## src/rtl/ram_arb_pkg.sv

```systemverilog
`default_nettype none
// ============================================================================
// Module      : ram_arb_pkg
// Description : Shared constants and types for the BRAM port arbiter:
//               FSM state encoding, requester IDs, bus widths and the
//               word-alignment helper.
// Revision    : 1.0 - initial release
// ============================================================================
package ram_arb_pkg;

    localparam int RAM_DATA_W = 32;
    localparam int RAM_ADDR_W = 32;

    localparam logic [2:0] ST_IDLE     = 3'd0;
    localparam logic [2:0] ST_WR_ISSUE = 3'd1;
    localparam logic [2:0] ST_RD_ISSUE = 3'd2;
    localparam logic [2:0] ST_RD_WAIT  = 3'd3;
    localparam logic [2:0] ST_ACK      = 3'd4;

    typedef enum logic [2:0] {
        IDLE     = ST_IDLE,
        WR_ISSUE = ST_WR_ISSUE,
        RD_ISSUE = ST_RD_ISSUE,
        RD_WAIT  = ST_RD_WAIT,
        ACK      = ST_ACK
    } state_t;

    localparam logic REQ_RD = 1'b0;
    localparam logic REQ_WR = 1'b1;

    // BRAM is word addressed in byte units: the two byte-lane bits are forced
    // to zero, everything above is passed through untouched.
    function automatic logic [RAM_ADDR_W-1:0] word_align(input logic [RAM_ADDR_W-1:0] a);
        return a & ~{{(RAM_ADDR_W-2){1'b0}}, 2'b11};
    endfunction

endpackage
`default_nettype wire

```

## src/rtl/rr_arb2.sv

```systemverilog
`default_nettype none
// ============================================================================
// Module      : rr_arb2
// Description : Two-input round-robin picker. Holds the last_grant register;
//               on a tie the requester that was not granted last wins.
// Ports       : clk, rst_n        - clock, async active-low reset
//               i_req_rd/i_req_wr - request lines
//               i_take            - the current pick is accepted (update history)
//               o_valid           - at least one request pending
//               o_id              - picked requester (REQ_RD / REQ_WR)
// Revision    : 1.0 - initial release
// ============================================================================
module rr_arb2
    import ram_arb_pkg::*;
(
    input  logic clk,
    input  logic rst_n,
    input  logic i_req_rd,
    input  logic i_req_wr,
    input  logic i_take,
    output logic o_valid,
    output logic o_id
);

    logic r_last_grant;
    logic w_id;

    always_comb begin
        w_id = REQ_RD;
        if (i_req_rd && i_req_wr) begin
            w_id = ~r_last_grant;
        end else if (i_req_wr) begin
            w_id = REQ_WR;
        end
    end

    // Reset to WRITE so the first tie after reset goes to the reader.
    always_ff @(posedge clk or negedge rst_n) begin
        if (!rst_n) begin
            r_last_grant <= REQ_WR;
        end else if (i_take) begin
            r_last_grant <= w_id;
        end
    end

    assign o_valid = i_req_rd | i_req_wr;
    assign o_id    = w_id;

endmodule
`default_nettype wire

```

## src/rtl/ram_port_arbiter.sv

```systemverilog
`default_nettype none
// ============================================================================
// Module      : ram_port_arbiter
// Description : Shares one 32-bit BRAM port between a read requester and a
//               write requester (valid/ready handshakes), round-robin fair,
//               one access in flight at a time.
// Ports       : clk, rst_n                       - clock, async active-low reset
//               i_rd_valid/i_rd_addr             - read request
//               o_rd_ready/o_rd_data             - read done pulse / captured word
//               i_wr_valid/i_wr_addr/_data/_strb - write request
//               o_wr_ready                       - write committed pulse
//               o_busy                           - FSM not in IDLE
//               o_ram_*/i_ram_rd                 - BRAM port pins
// Parameters  : RD_LATENCY - BRAM read latency in cycles, 1..4
// Revision    : 1.0 - initial release
// ============================================================================
module ram_port_arbiter
    import ram_arb_pkg::*;
#(
    parameter int RD_LATENCY = 1
) (
    input  logic                  clk,
    input  logic                  rst_n,
    input  logic                  i_rd_valid,
    input  logic [RAM_ADDR_W-1:0] i_rd_addr,
    output logic                  o_rd_ready,
    output logic [RAM_DATA_W-1:0] o_rd_data,
    input  logic                  i_wr_valid,
    input  logic [RAM_ADDR_W-1:0] i_wr_addr,
    input  logic [RAM_DATA_W-1:0] i_wr_data,
    input  logic [3:0]            i_wr_strb,
    output logic                  o_wr_ready,
    output logic                  o_busy,
    output logic                  o_ram_clk,
    output logic                  o_ram_rst_p,
    output logic                  o_ram_en,
    output logic [3:0]            o_ram_we,
    output logic [RAM_ADDR_W-1:0] o_ram_addr,
    output logic [RAM_DATA_W-1:0] o_ram_wr,
    input  logic [RAM_DATA_W-1:0] i_ram_rd
);

    localparam logic [1:0] c_WAIT_LOAD = 2'(RD_LATENCY - 1);

    state_t                r_state, w_state_next;
    logic [1:0]            r_wait_cnt, w_wait_cnt_next;
    logic                  r_rd_ready, w_rd_ready_next;
    logic                  r_wr_ready, w_wr_ready_next;
    logic                  r_busy;
    logic                  r_ram_en, w_ram_en_next;
    logic [3:0]            r_ram_we, w_ram_we_next;
    logic [RAM_ADDR_W-1:0] r_ram_addr, w_ram_addr_next;
    logic [RAM_DATA_W-1:0] r_ram_wr, w_ram_wr_next;
    logic [RAM_DATA_W-1:0] r_rd_data, w_rd_data_next;

    logic w_gnt_valid;
    logic w_gnt_id;
    logic w_take;

    // History only advances when IDLE actually hands out the port.
    assign w_take = (r_state == IDLE) && w_gnt_valid;

    rr_arb2 u_rr_arb2 (
        .clk      (clk),
        .rst_n    (rst_n),
        .i_req_rd (i_rd_valid),
        .i_req_wr (i_wr_valid),
        .i_take   (w_take),
        .o_valid  (w_gnt_valid),
        .o_id     (w_gnt_id)
    );

    always_comb begin
        w_state_next    = r_state;
        w_wait_cnt_next = r_wait_cnt;
        w_rd_ready_next = 1'b0;
        w_wr_ready_next = 1'b0;
        w_ram_en_next   = r_ram_en;
        w_ram_we_next   = r_ram_we;
        w_ram_addr_next = r_ram_addr;
        w_ram_wr_next   = r_ram_wr;
        w_rd_data_next  = r_rd_data;
        case (r_state)
            IDLE: begin
                if (w_gnt_valid) begin
                    w_ram_en_next = 1'b1;
                    if (w_gnt_id == REQ_WR) begin
                        w_state_next    = WR_ISSUE;
                        w_ram_we_next   = i_wr_strb;
                        w_ram_addr_next = word_align(i_wr_addr);
                        w_ram_wr_next   = i_wr_data;
                    end else begin
                        w_state_next    = RD_ISSUE;
                        w_ram_we_next   = 4'h0;
                        w_ram_addr_next = word_align(i_rd_addr);
                    end
                end
            end
            WR_ISSUE: begin
                w_ram_en_next   = 1'b0;
                w_ram_we_next   = 4'h0;
                w_wr_ready_next = 1'b1;
                w_state_next    = ACK;
            end
            RD_ISSUE: begin
                w_ram_en_next   = 1'b0;
                w_wait_cnt_next = c_WAIT_LOAD;
                w_state_next    = RD_WAIT;
            end
            RD_WAIT: begin
                if (r_wait_cnt != 2'd0) begin
                    w_wait_cnt_next = r_wait_cnt - 2'd1;
                end else begin
                    w_rd_data_next  = i_ram_rd;
                    w_rd_ready_next = 1'b1;
                    w_state_next    = ACK;
                end
            end
            ACK: begin
                w_state_next = IDLE;
            end
            default: begin
                w_state_next = IDLE;
            end
        endcase
    end

    always_ff @(posedge clk or negedge rst_n) begin
        if (!rst_n) begin
            r_state    <= IDLE;
            r_wait_cnt <= 2'd0;
            r_rd_ready <= 1'b0;
            r_wr_ready <= 1'b0;
            r_busy     <= 1'b0;
            r_ram_en   <= 1'b0;
            r_ram_we   <= 4'h0;
            r_ram_addr <= '0;
            r_ram_wr   <= '0;
            r_rd_data  <= '0;
        end else begin
            r_state    <= w_state_next;
            r_wait_cnt <= w_wait_cnt_next;
            r_rd_ready <= w_rd_ready_next;
            r_wr_ready <= w_wr_ready_next;
            r_busy     <= (w_state_next != IDLE);
            r_ram_en   <= w_ram_en_next;
            r_ram_we   <= w_ram_we_next;
            r_ram_addr <= w_ram_addr_next;
            r_ram_wr   <= w_ram_wr_next;
            r_rd_data  <= w_rd_data_next;
        end
    end

    assign o_rd_ready  = r_rd_ready;
    assign o_rd_data   = r_rd_data;
    assign o_wr_ready  = r_wr_ready;
    assign o_busy      = r_busy;
    assign o_ram_clk   = clk;
    assign o_ram_rst_p = ~rst_n;
    assign o_ram_en    = r_ram_en;
    assign o_ram_we    = r_ram_we;
    assign o_ram_addr  = r_ram_addr;
    assign o_ram_wr    = r_ram_wr;

endmodule
`default_nettype wire

```

## config.mk

```make
export PLATFORM = sky130hd
export DESIGN_NAME = ram_port_arbiter
export DESIGN_NICKNAME = d
export VERILOG_FILES = /design/src/rtl/ram_arb_pkg.sv /design/src/rtl/rr_arb2.sv /design/src/rtl/ram_port_arbiter.sv
export SDC_FILE = /design/constraint.sdc
export NUM_CORES = 1
export LEC_CHECK = 0
export ABC_AREA = 0
export CORE_UTILIZATION = 42
export DETAILED_ROUTE_END_ITERATION = 10
export GPL_TIMING_DRIVEN = 0
export PLACE_DENSITY = 0.86
export REMOVE_ABC_BUFFERS = 1
export SETUP_SLACK_MARGIN = 0.02
export SYNTH_ARGS = -nofsm -noshare
export SYNTH_HDL_FRONTEND = slang
export SYNTH_HIERARCHICAL = 1
export SYNTH_SLANG_ARGS = --single-unit
```

## constraint.sdc

```tcl
create_clock -name clk -period 5 [get_ports clk]
set_input_delay 1 -clock clk [delete_from_list [all_inputs] [get_ports clk]]
set_output_delay 1 -clock clk [all_outputs]
set_load 0.03 [all_outputs]
```

==> reports/results.tsv <==
metric	value	unit
synthCells	328	
synth_cell_types	33	
hold_buffers	0	
cp_common_cell	clkbuf_8	
drive_above_1_share	11.7	%
drv_slew	0	
total_power	4.75	mW
seq_power_share	32.7	%
relSlewSlack	44.0	%
worstSetupPathDepth	3	
status	complete, no violations	
die_x	104	um
ant_nets	0	
synth_seq_area_share	61.6	%
syn_area_per_cell	13.4	um^2
cap_violations	0	
place_hpwl	8440	um
grt_usage	21.1	%
antenna_found_initial	0	
r2r-start	r_state[1]	
required	4.00	ns
power_frac_comb	55.5	%
cpPeakStageDelay	0.58	ns
via_per_inst	4.91	
critPathBufInv	3	
finClkSkew	0.0170	ns
fill_cells	721	
cts_tree	done	
cp_top_family	buffers and inverters	
vias	3428	
yosysWarnings	6	
ioPinCount	242	
slowest_stage	clkdlybuf4s50_1	
clock_latency	0.46	ns
num_rows	36	
pwr-share-clk	11.8	%
grt_pass1_wl	18100	um
fin_nets	698	
finalHoldViolCount	0	
synth_ff_type	dfrtp_1	
power.static_leakage	2.99	nW
cp_max_fo	2	
netSwitchingFraction	42.1	%
r2r_end	o_ram_wr[20]	
cp.arrival	3.30	ns
initial_core_util	44.1	%
grt_pass1_vias	3730	
drc	0	
drtIter0Drc	64	
grt_max_degree	68	
synth-seq-cells	108	
routabilityCongestion	0.758	
postSynth.asyncResetShare	100	%
grt_overflow	0	
r2r_slack	2.51	ns
wl_per_cell	15.8	um
power.switching	2.00	mW
tightest_slew	0.840	ns
post-cts-setup-buffers	0	
vdd_drop_max	0.487	mV
intPower	2.75	mW
end_kind	output port	
die_area	10900	um^2
worstRegToRegCells	3	
setup_tns	0	ns
holdPathEnd	o_ram_wr[9]	
rsz0062_at_grt	no	
hold_path.class	reg -> reg	
clkSlewWorstSetupHoldPaths	0.09	ns
finalSetupViolations	0	
drt_wl_total	11000	um
startpoint_type	clock port	
worstSetupPathType	clk -> out	
n_antenna_cell	0	
synth_area	4390	um^2
power_density	668	nW/um^2
die_h	104	um
area_delta_synth_final	61.9	%
core	9950	um^2
hold_depth	1	
path_cells	clkbuf_8 -> clkbuf_8 -> clkdlybuf4s50_1	
io_buffers	235	
hp-start	o_ram_wr[9]	
synth-edff-count	0	
drt-pass1-iter-count	4	
cts_resized	0	
==> per-stage QoR <==
stage                     worst slack [ns]  instances  hold WS (ns)  area (um^2)  utilization (%)
after global placement               -1.80        675         0.473         6800             68.3
after detailed placement             0.936        680         0.481         6900             69.3
after floorplan                      0.721        307         0.496         4280                -
final                                0.697        698         0.495         7110             71.4
after global routing                 0.691        698         0.520         7110             71.4
after CTS                            0.692        698         0.502         7110             71.4
==> kinds of logic (layout without fill, tap and decap cells) <==
logic type | count (synthesis) | after routing | share of synthesized area [%]
buf+inv | 29 | 265 | 3.19
other cells | 1 | 2 | 0.0854
compound gates | 44 | 44 | 5.87
mux | 95 | 95 | 23.6
simple gates | 50 | 50 | 5.39
fa+ha+maj | 1 | 1 | 0.285
flops | 108 | 108 | 61.6
==> cell type report <==
cell class,count,area [um^2],share of cell area (%)
Inverter,7,26.3,0.370
Multi-Input combinational cell,192,1560,22.0
Tap cell,133,166,2.34
Timing Repair Buffer,239,2430,34.2
Clock buffer,14,179,2.52
Sequential cell,108,2700,38.0
Clock inverter,5,37.5,0.528
==> per-layer routing <==
| metal | track usage [%] | vias to the layer above | wire length (um) |
|---|---|---|---|
| met1 | 22.3 | 1666 | 4070 |
| li1 | - | 1597 | - |
| met2 | 39.4 | 143 | 5910 |
| met5 | 0 | - | 0 |
| met3 | 6.83 | 22 | 811 |
| met4 | 6.53 | 0 | 207 |
==> layout by cell type (no fill, tap or decap), drive strengths merged <==
cell type	n
clkdlybuf4s50	234
dfrtp	107
mux2	65
nor2	33
a21oi	33
mux2i	30
clkbuf	13
inv	8
nand2	6
buf	6
a32o	3
nor2b	2
nand2b	2
o21ai	2
conb	2
clkinvlp	2
a21boi	2
nand3	2
clkinv	2
and2	1
nor4b	1
or4	1
nand4b	1
a31o	1
o2bb2ai	1
o31ai	1
a22o	1
ha	1
or2	1
dfstp	1
==> power by group through the flow <==
stage / sequential, mW / clock (mW) / combinational (mW)
6_report: 1.55 / 0.563 / 2.64
5_1_grt: 1.61 / 0.616 / 2.78
4_1_cts: 1.56 / 0.582 / 2.66
3_5_place_dp: 1.57 / 0.0333 / 2.65
3_3_place_gp: 1.54 / 0.0333 / 2.57
2_1_floorplan: 2.37 / 0 / 0.650
==> synth_stat cells, types with 2 or more instances <==
master    instances  area, um^2
dfrtp_1         107        2680
mux2_2           36         405
a21oi_1          33         165
nor2_1           33         124
mux2i_1          30         300
mux2_1           28         315
buf_2            16        80.1
inv_1             7        26.3
nand2_1           5        18.8
a32o_1            3        30.0
buf_4             3        22.5
clkbuf_1          2        7.51
nand2b_1          2        12.5
nand3_1           2        10.0
nor2b_1           2        12.5
o21ai_0           2        10.0
==> how the worst max path moves through the flow <==
stage / to / startpoint
after floorplan: o_ram_wr[10] / i_wr_valid
after global placement: o_ram_rst_p / rst_n
after detailed placement: o_ram_clk / clk
after CTS: o_ram_clk / clk
after global routing: o_ram_clk / clk
final: o_ram_clk / clk
==> state kept, by name, summed over array words and instances (netlist names) <==
| signal | cells |
|---|---|
| o_busy | 1 |
| o_ram_addr | 30 |
| o_ram_en | 1 |
| o_ram_we | 4 |
| o_ram_wr | 32 |
| o_rd_data | 32 |
| o_rd_ready | 1 |
| o_wr_ready | 1 |
| r_state | 3 |
| r_wait_cnt | 2 |
| u_rr_arb2/r_last_grant | 1 |
No activity file was read; power rests on OpenSTA's default activity.
